===== src/rtl/ysyx_24080006_axi_arb.sv =====
// Read/write arbiter: IFU and LSU masters share one downstream AXI-style port.
// One transaction is outstanding at a time, and one IDLE arbitration cycle separates transactions.
package ysyx_24080006_axi_pkg;
  typedef struct packed {
    logic [31:0] araddr;
    logic [7:0]  arlen;
    logic        arvalid;
    logic        rready;
  } axi_r_m2s_t;

  typedef struct packed {
    logic        arready;
    logic [31:0] rdata;
    logic [1:0]  rresp;
    logic        rlast;
    logic        rvalid;
  } axi_r_s2m_t;

  typedef struct packed {
    logic [31:0] awaddr;
    logic [7:0]  awlen;
    logic        awvalid;
    logic [31:0] wdata;
    logic [3:0]  wstrb;
    logic        wlast;
    logic        wvalid;
    logic        bready;
  } axi_w_m2s_t;

  typedef struct packed {
    logic       awready;
    logic       wready;
    logic       bvalid;
    logic [1:0] bresp;
  } axi_w_s2m_t;
endpackage

module ysyx_24080006_axi_arb
  import ysyx_24080006_axi_pkg::*;
#(
  parameter bit RR_EN = 1'b1
) (
  input  logic       clock,
  input  logic       reset,
  input  axi_r_m2s_t ifu_r_m2s,
  output axi_r_s2m_t ifu_r_s2m,
  input  axi_r_m2s_t lsu_r_m2s,
  output axi_r_s2m_t lsu_r_s2m,
  input  axi_w_m2s_t lsu_w_m2s,
  output axi_w_s2m_t lsu_w_s2m,
  output axi_r_m2s_t mem_r_m2s,
  input  axi_r_s2m_t mem_r_s2m,
  output axi_w_m2s_t mem_w_m2s,
  input  axi_w_s2m_t mem_w_s2m
);

  typedef enum logic [1:0] {
    IDLE   = 2'd0,
    RD_IFU = 2'd1,
    RD_LSU = 2'd2,
    WR     = 2'd3
  } state_t;

  localparam logic LAST_IFU = 1'b0;
  localparam logic LAST_LSU = 1'b1;

  state_t state_reg, state_next;
  logic   aw_done_reg, aw_done_next;
  logic   w_done_reg, w_done_next;
  logic   last_rd_reg, last_rd_next;

  logic aw_hs, w_last_hs, b_hs;
  logic ifu_rd_end, lsu_rd_end, lsu_rd_wins;

  // Once an address or the final data beat has been accepted, it is masked so it cannot be issued twice.
  assign aw_hs      = (state_reg == WR) && lsu_w_m2s.awvalid && !aw_done_reg && mem_w_s2m.awready;
  assign w_last_hs  = (state_reg == WR) && lsu_w_m2s.wvalid && !w_done_reg && mem_w_s2m.wready
                      && lsu_w_m2s.wlast;
  assign b_hs       = (state_reg == WR) && mem_w_s2m.bvalid && lsu_w_m2s.bready;
  assign ifu_rd_end = mem_r_s2m.rvalid && ifu_r_m2s.rready && mem_r_s2m.rlast;
  assign lsu_rd_end = mem_r_s2m.rvalid && lsu_r_m2s.rready && mem_r_s2m.rlast;
  assign lsu_rd_wins = RR_EN ? (last_rd_reg == LAST_IFU) : 1'b1;

  always_ff @(posedge clock or posedge reset) begin
    if (reset) begin
      state_reg   <= IDLE;
      aw_done_reg <= 1'b0;
      w_done_reg  <= 1'b0;
      last_rd_reg <= LAST_IFU;
    end else begin
      state_reg   <= state_next;
      aw_done_reg <= aw_done_next;
      w_done_reg  <= w_done_next;
      last_rd_reg <= last_rd_next;
    end
  end

  always_comb begin
    state_next   = state_reg;
    aw_done_next = aw_done_reg;
    w_done_next  = w_done_reg;
    last_rd_next = last_rd_reg;
    case (state_reg)
      IDLE: begin
        if (lsu_w_m2s.awvalid) begin
          state_next = WR;
        end else if (lsu_r_m2s.arvalid && (!ifu_r_m2s.arvalid || lsu_rd_wins)) begin
          state_next   = RD_LSU;
          last_rd_next = LAST_LSU;
        end else if (ifu_r_m2s.arvalid) begin
          state_next   = RD_IFU;
          last_rd_next = LAST_IFU;
        end
      end
      RD_IFU: if (ifu_rd_end) state_next = IDLE;
      RD_LSU: if (lsu_rd_end) state_next = IDLE;
      WR: begin
        // A write response ends the transaction even if AW/W completion was never observed.
        if (b_hs) begin
          state_next   = IDLE;
          aw_done_next = 1'b0;
          w_done_next  = 1'b0;
        end else begin
          if (aw_hs)     aw_done_next = 1'b1;
          if (w_last_hs) w_done_next  = 1'b1;
        end
      end
      default: state_next = IDLE;
    endcase
  end

  always_comb begin
    mem_r_m2s = '0;
    mem_w_m2s = '0;
    ifu_r_s2m = '0;
    lsu_r_s2m = '0;
    lsu_w_s2m = '0;
    case (state_reg)
      RD_IFU: begin
        mem_r_m2s = ifu_r_m2s;
        ifu_r_s2m = mem_r_s2m;
      end
      RD_LSU: begin
        mem_r_m2s = lsu_r_m2s;
        lsu_r_s2m = mem_r_s2m;
      end
      WR: begin
        mem_w_m2s         = lsu_w_m2s;
        mem_w_m2s.awvalid = lsu_w_m2s.awvalid & ~aw_done_reg;
        mem_w_m2s.wvalid  = lsu_w_m2s.wvalid & ~w_done_reg;
        lsu_w_s2m         = mem_w_s2m;
        lsu_w_s2m.awready = mem_w_s2m.awready & ~aw_done_reg;
        lsu_w_s2m.wready  = mem_w_s2m.wready & ~w_done_reg;
      end
      default: ;
    endcase
  end

endmodule


===== config.mk =====
export PLATFORM = sky130hd
export DESIGN_NAME = ysyx_24080006_axi_arb
export DESIGN_NICKNAME = d
export VERILOG_FILES = /design/src/rtl/ysyx_24080006_axi_arb.sv
export SDC_FILE = /design/constraint.sdc
export NUM_CORES = 1
export LEC_CHECK = 0
export BUFFER_PORTS_ARGS = -buffer_cell sky130_fd_sc_hd__buf_2
export CAP_MARGIN = 20
export CORE_AREA = 2 2 157 159
export CTS_CLUSTER_SIZE = 30
export DETAILED_ROUTE_END_ITERATION = 10
export DIE_AREA = 0 0 159 161
export SLEW_MARGIN = 20
export SYNTH_ARGS = -nofsm -noshare
export SYNTH_HDL_FRONTEND = slang
export SYNTH_SLANG_ARGS = --single-unit

===== constraint.sdc =====
create_clock -name clock -period 1.9 [get_ports clock]
set_clock_uncertainty 0.15 [all_clocks]
set_input_delay 0 -clock clock [delete_from_list [all_inputs] [get_ports clock]]
set_output_delay 0 -clock clock [all_outputs]
set_load 0.02 [all_outputs]

Word-level counts from Yosys, hierarchy flattened. Cells that the tools add are included. W data, S select, Z words.

Eq/ne operators: 7. Mux-type cells: 18. Bitwise logic cells: 8. Reduce and logical (&&, ||, !) cells: 26.

Operator list (count): $pmux W42 S2 (1); $mux W80 (1); $mux W37 (2); $logic_and A1 B1 Y1 (14); $mux W2 (6); $pmux W2 S4 (1); $mux W1 (6); $ne A2 B2 Y1 const B (3); $reduce_bool A2 Y1 (3); $mux W5 (1); $and A1 B1 Y1 (4); $eq A2 B2 Y1 const B (2); $ne A4 B4 Y1 const B (1); $not A1 Y1 (4); $reduce_and A2 Y1 (2); $reduce_and A4 Y1 (1); $logic_not A1 Y1 (3); $reduce_and A3 Y1 (1); $eq A2 B1 Y1 const B (1); $logic_not A2 Y1 (1); $logic_or A1 B1 Y1 (1).

Bits in registers: 5. Bits of input ports: 208. Output and inout port bits: 201. Word-level logic and storage cells: 63.

Logic depth before layout (Yosys ltp).
Depth in word-level cells: 7. Mapped depth: 7. Depth with buffers taken out: 6.

Least setup slack after synthesis. Ideal clock, no wire load.

Path type: register -> output. From: reg state_reg[1]. To: out mem_r_m2s[0] (netlist name). Arrival: 1.491 ns. Required time: 1.750 ns. Setup slack: 0.259 ns. Cell stages (with the launch flop): 7. Buffers on the path: 2. Cells stage by stage: dfrtp_1 inv_1 ha_1 buf_2 clkbuf_1 a22oi_1 nor2b_1.

RTL lines: start: declaration (line 67) `state_t state_reg, state_next;`; start signal: assignment (line 91) `state_reg <= state_next;`; end: declaration (line 51) `output axi_r_m2s_t mem_r_m2s,`.

==> flow_summary.toml <==
[cts]
numCtsBuffers = 3
numClockSinks = 5
htree_levels = 1
path_clk_slew_ns = 0.03
cts_max_path_buffers = 2
clock_latency_ns = 0.23
cts_tree = "built"
clock-root-buffer = "clkbuf_16"

[timing]
finalSetupViolations = 0
fin_crit_ns = 1.81
tightest_slew_ns = 0.281
slew_headroom_pct = 81.2
hold_violations = 0
slew_viol_final = 0
fmax_mhz = 552
fin_hold_ws_ns = 0.0392
finalSetupTns_ns = 0
rsz0062_at_grt = "false"
period_share_pct = 95.3

[critical_path]
cp.required_ns = 1.75
start_kind = "flip-flop"
arrival_ns = 1.66
rrSetupSlack_ns = 0.19
worst_r2r_path_depth = 6
path_class = "flip-flop to output pin"
crit_path_end_kind = "output pin"
r2r-end = "state_reg[1]"
r2r-start = "state_reg[0]"
crit_fanout = 11

[yosys]
ys_types = 19
avgSynthCellArea_um2 = 6.57
ys_seq_elements = 5
yosys_warnings = 0
async_flop_share_pct = 100
syn_area_um2 = 2020
netlist_instances = 308
synth-seq-area-share_pct = 6.18
syn_nets = 521
synthFlopType = "dfrtp_1"
synth_enable_flop_cells = 0

[global_routing]
grt_pass1_vias = 3596
grt_overflow = 0
grt_max_degree = 45
gr-usage-all-layers_pct = 9.24
antenna_found_initial = 3
grt_first_pass_wirelength_um = 18900

[detailed_routing]
drc = 0
drt_pass1_iterations = 4
drt_iter0_markers = 182
wire_per_inst_um = 12.8
vias_per_cell = 3.59
ant_nets = 0
vias = 3716
wl_um = 13200

[finish]
largest_reg_flops = 2
drive_gt1_share_pct = 61.1
area_delta_synth_final_pct = 134
final_net_count = 924

[die]
core_um2 = 24000
die-width_um = 159
die_y_um = 161
rows = 57
die_area_um2 = 25600
io_pins = 409
initial_core_util_pct = 8.45

[power_and_ir_drop]
p_per_area_nw_per_um2 = 1230
vdd_drop_max_mv = 0.435
leakage_nw = 2.83

[min_path]
min_from = "lsu_w_m2s[39]"
hold_class = "input pin to flip-flop"
min_path_cells = 3
hold_path_end = "aw_done_reg"

[place]
port_buffers = 408
dp_hpwl_um = 10900
place.gp.congestion = 0.828

[run_status]
status = "finished, final reports clean"

[flow_run]
max-cap-violations = 0
power by group:
group / leakage, nW / total (mW) / internal, mW / switching [mW]
Combinational: 2.73 / 5.27 / 2.17 / 3.10
Clock: 0.0382 / 0.347 / 0.278 / 0.0687
Sequential: 0.0598 / 0.215 / 0.160 / 0.0554
Total: 2.83 / 5.84 / 2.61 / 3.23
Yosys cell counts, drive strengths merged (2+ instances only):
library cell / count / area share (%)
buf: 4 / 0.99
ha: 5 / 3.1
mux2i: 2 / 0.99
and2: 155 / 48
dfrtp: 5 / 6.2
and3b: 4 / 1.7
a31oi: 3 / 0.93
a22oi: 42 / 16
nand2: 6 / 1.1
nand3: 2 / 0.49
clkbuf: 27 / 5.1
nor2b: 43 / 13
a21oi: 3 / 0.74
inv: 3 / 0.56
layer usage:
| layer | part of all wire, % | wire (µm) | up-vias | GRT usage [%] |
|---|---|---|---|---|
| met3 | 9.3 | 1240 | 14 | 1.62 |
| met5 | 0.14 | 18 | - | 0 |
| li1 | - | - | 1809 | - |
| met1 | 36 | 4740 | 1627 | 9.66 |
| met4 | 1.7 | 224 | 2 | 2.44 |
| met2 | 53 | 7000 | 264 | 18.8 |
logic make-up (layout without fill, tap and decap cells):
logic type               after synthesis  after routing  synth area share (%)
flip-flops                             5              5                  6.18
buffers and inverters                 34            436                  6.61
AO/OA/AOI/OAI                         51             51                  18.4
multiplexers                           2              2                 0.989
adder cells (fa/ha/maj)                5              5                  3.09
AND/OR/NAND/NOR                      211            211                  64.7
other                                  0              2                     0
cells in the final DEF (no fill, tap or decap), types with 3 or more instances in the layout:
cell type      Yosys  routed
dfrtp_1            5       3
dlygate4sd3_1      0       6
buf_2              4     403
clkbuf_16          0       3
and3b_1            4       4
nand2_1            6       6
buf_4              0      14
and2_1           155     155
a22oi_1           42      42
a21oi_1            3       3
nor2b_1           43      43
a31oi_1            3       3
timing repair:
action,CTS,global route
hold buffers,6,0
pin swaps,1,0
gates resized for setup,5,10
endpoints found under the hold margin,8,0
setup buffers,5,0
setup endpoints to repair,93,75
cloned,2,0
cell type report:
type	count	area (µm²)
fillers	2713	19200
repair buffers	429	2320
multi-input cells	269	1790
well taps	324	405
flip-flops and latches	5	128
clock buffers	4	78.8
inverters	3	13.8
diodes	2	5.00
worst max-delay path by stage:
stage / from / endpoint / slack [ns] / cells past startpoint
2_1_floorplan: state_reg[1] / mem_r_m2s[0] / 0.26 / 6
3_3_place_gp: state_reg[0] / mem_r_m2s[38] / 0.12 / 6
3_5_place_dp: state_reg[0] / mem_r_m2s[38] / 0.1 / 6
4_1_cts: state_reg[1] / mem_w_m2s[7] / 0.0005 / 4
5_1_grt: state_reg[0] / mem_r_m2s[31] / 0.006 / 7
6_report: state_reg[0] / mem_r_m2s[31] / 0.09 / 7
critical path, cell delays in order (launching register included):
cell and delay, ns:
dfrtp_2 0.43, inv_2 0.11, ha_4 0.24, buf_4 0.14, buf_4 0.15, a22oi_1 0.07, nor2b_1 0.13, buf_4 0.15
metrics by stage:
step | utilization [%] | setup slack (ns) | std cells | power (mW) | area (µm²)
global route | 19.8 | 0.00579 | 1035 | 6.27 | 4740
global placement | 18.6 | 0.119 | 1017 | 5.11 | 4450
CTS | 19.7 | 0.000547 | 1034 | 5.89 | 4720
floorplan | - | 0.259 | 308 | 3.36 | 2020
detailed placement | 18.6 | 0.0955 | 1017 | 5.13 | 4450
finish | 19.8 | 0.0885 | 1036 | 5.84 | 4740
Power figures use the tool's default switching activity.
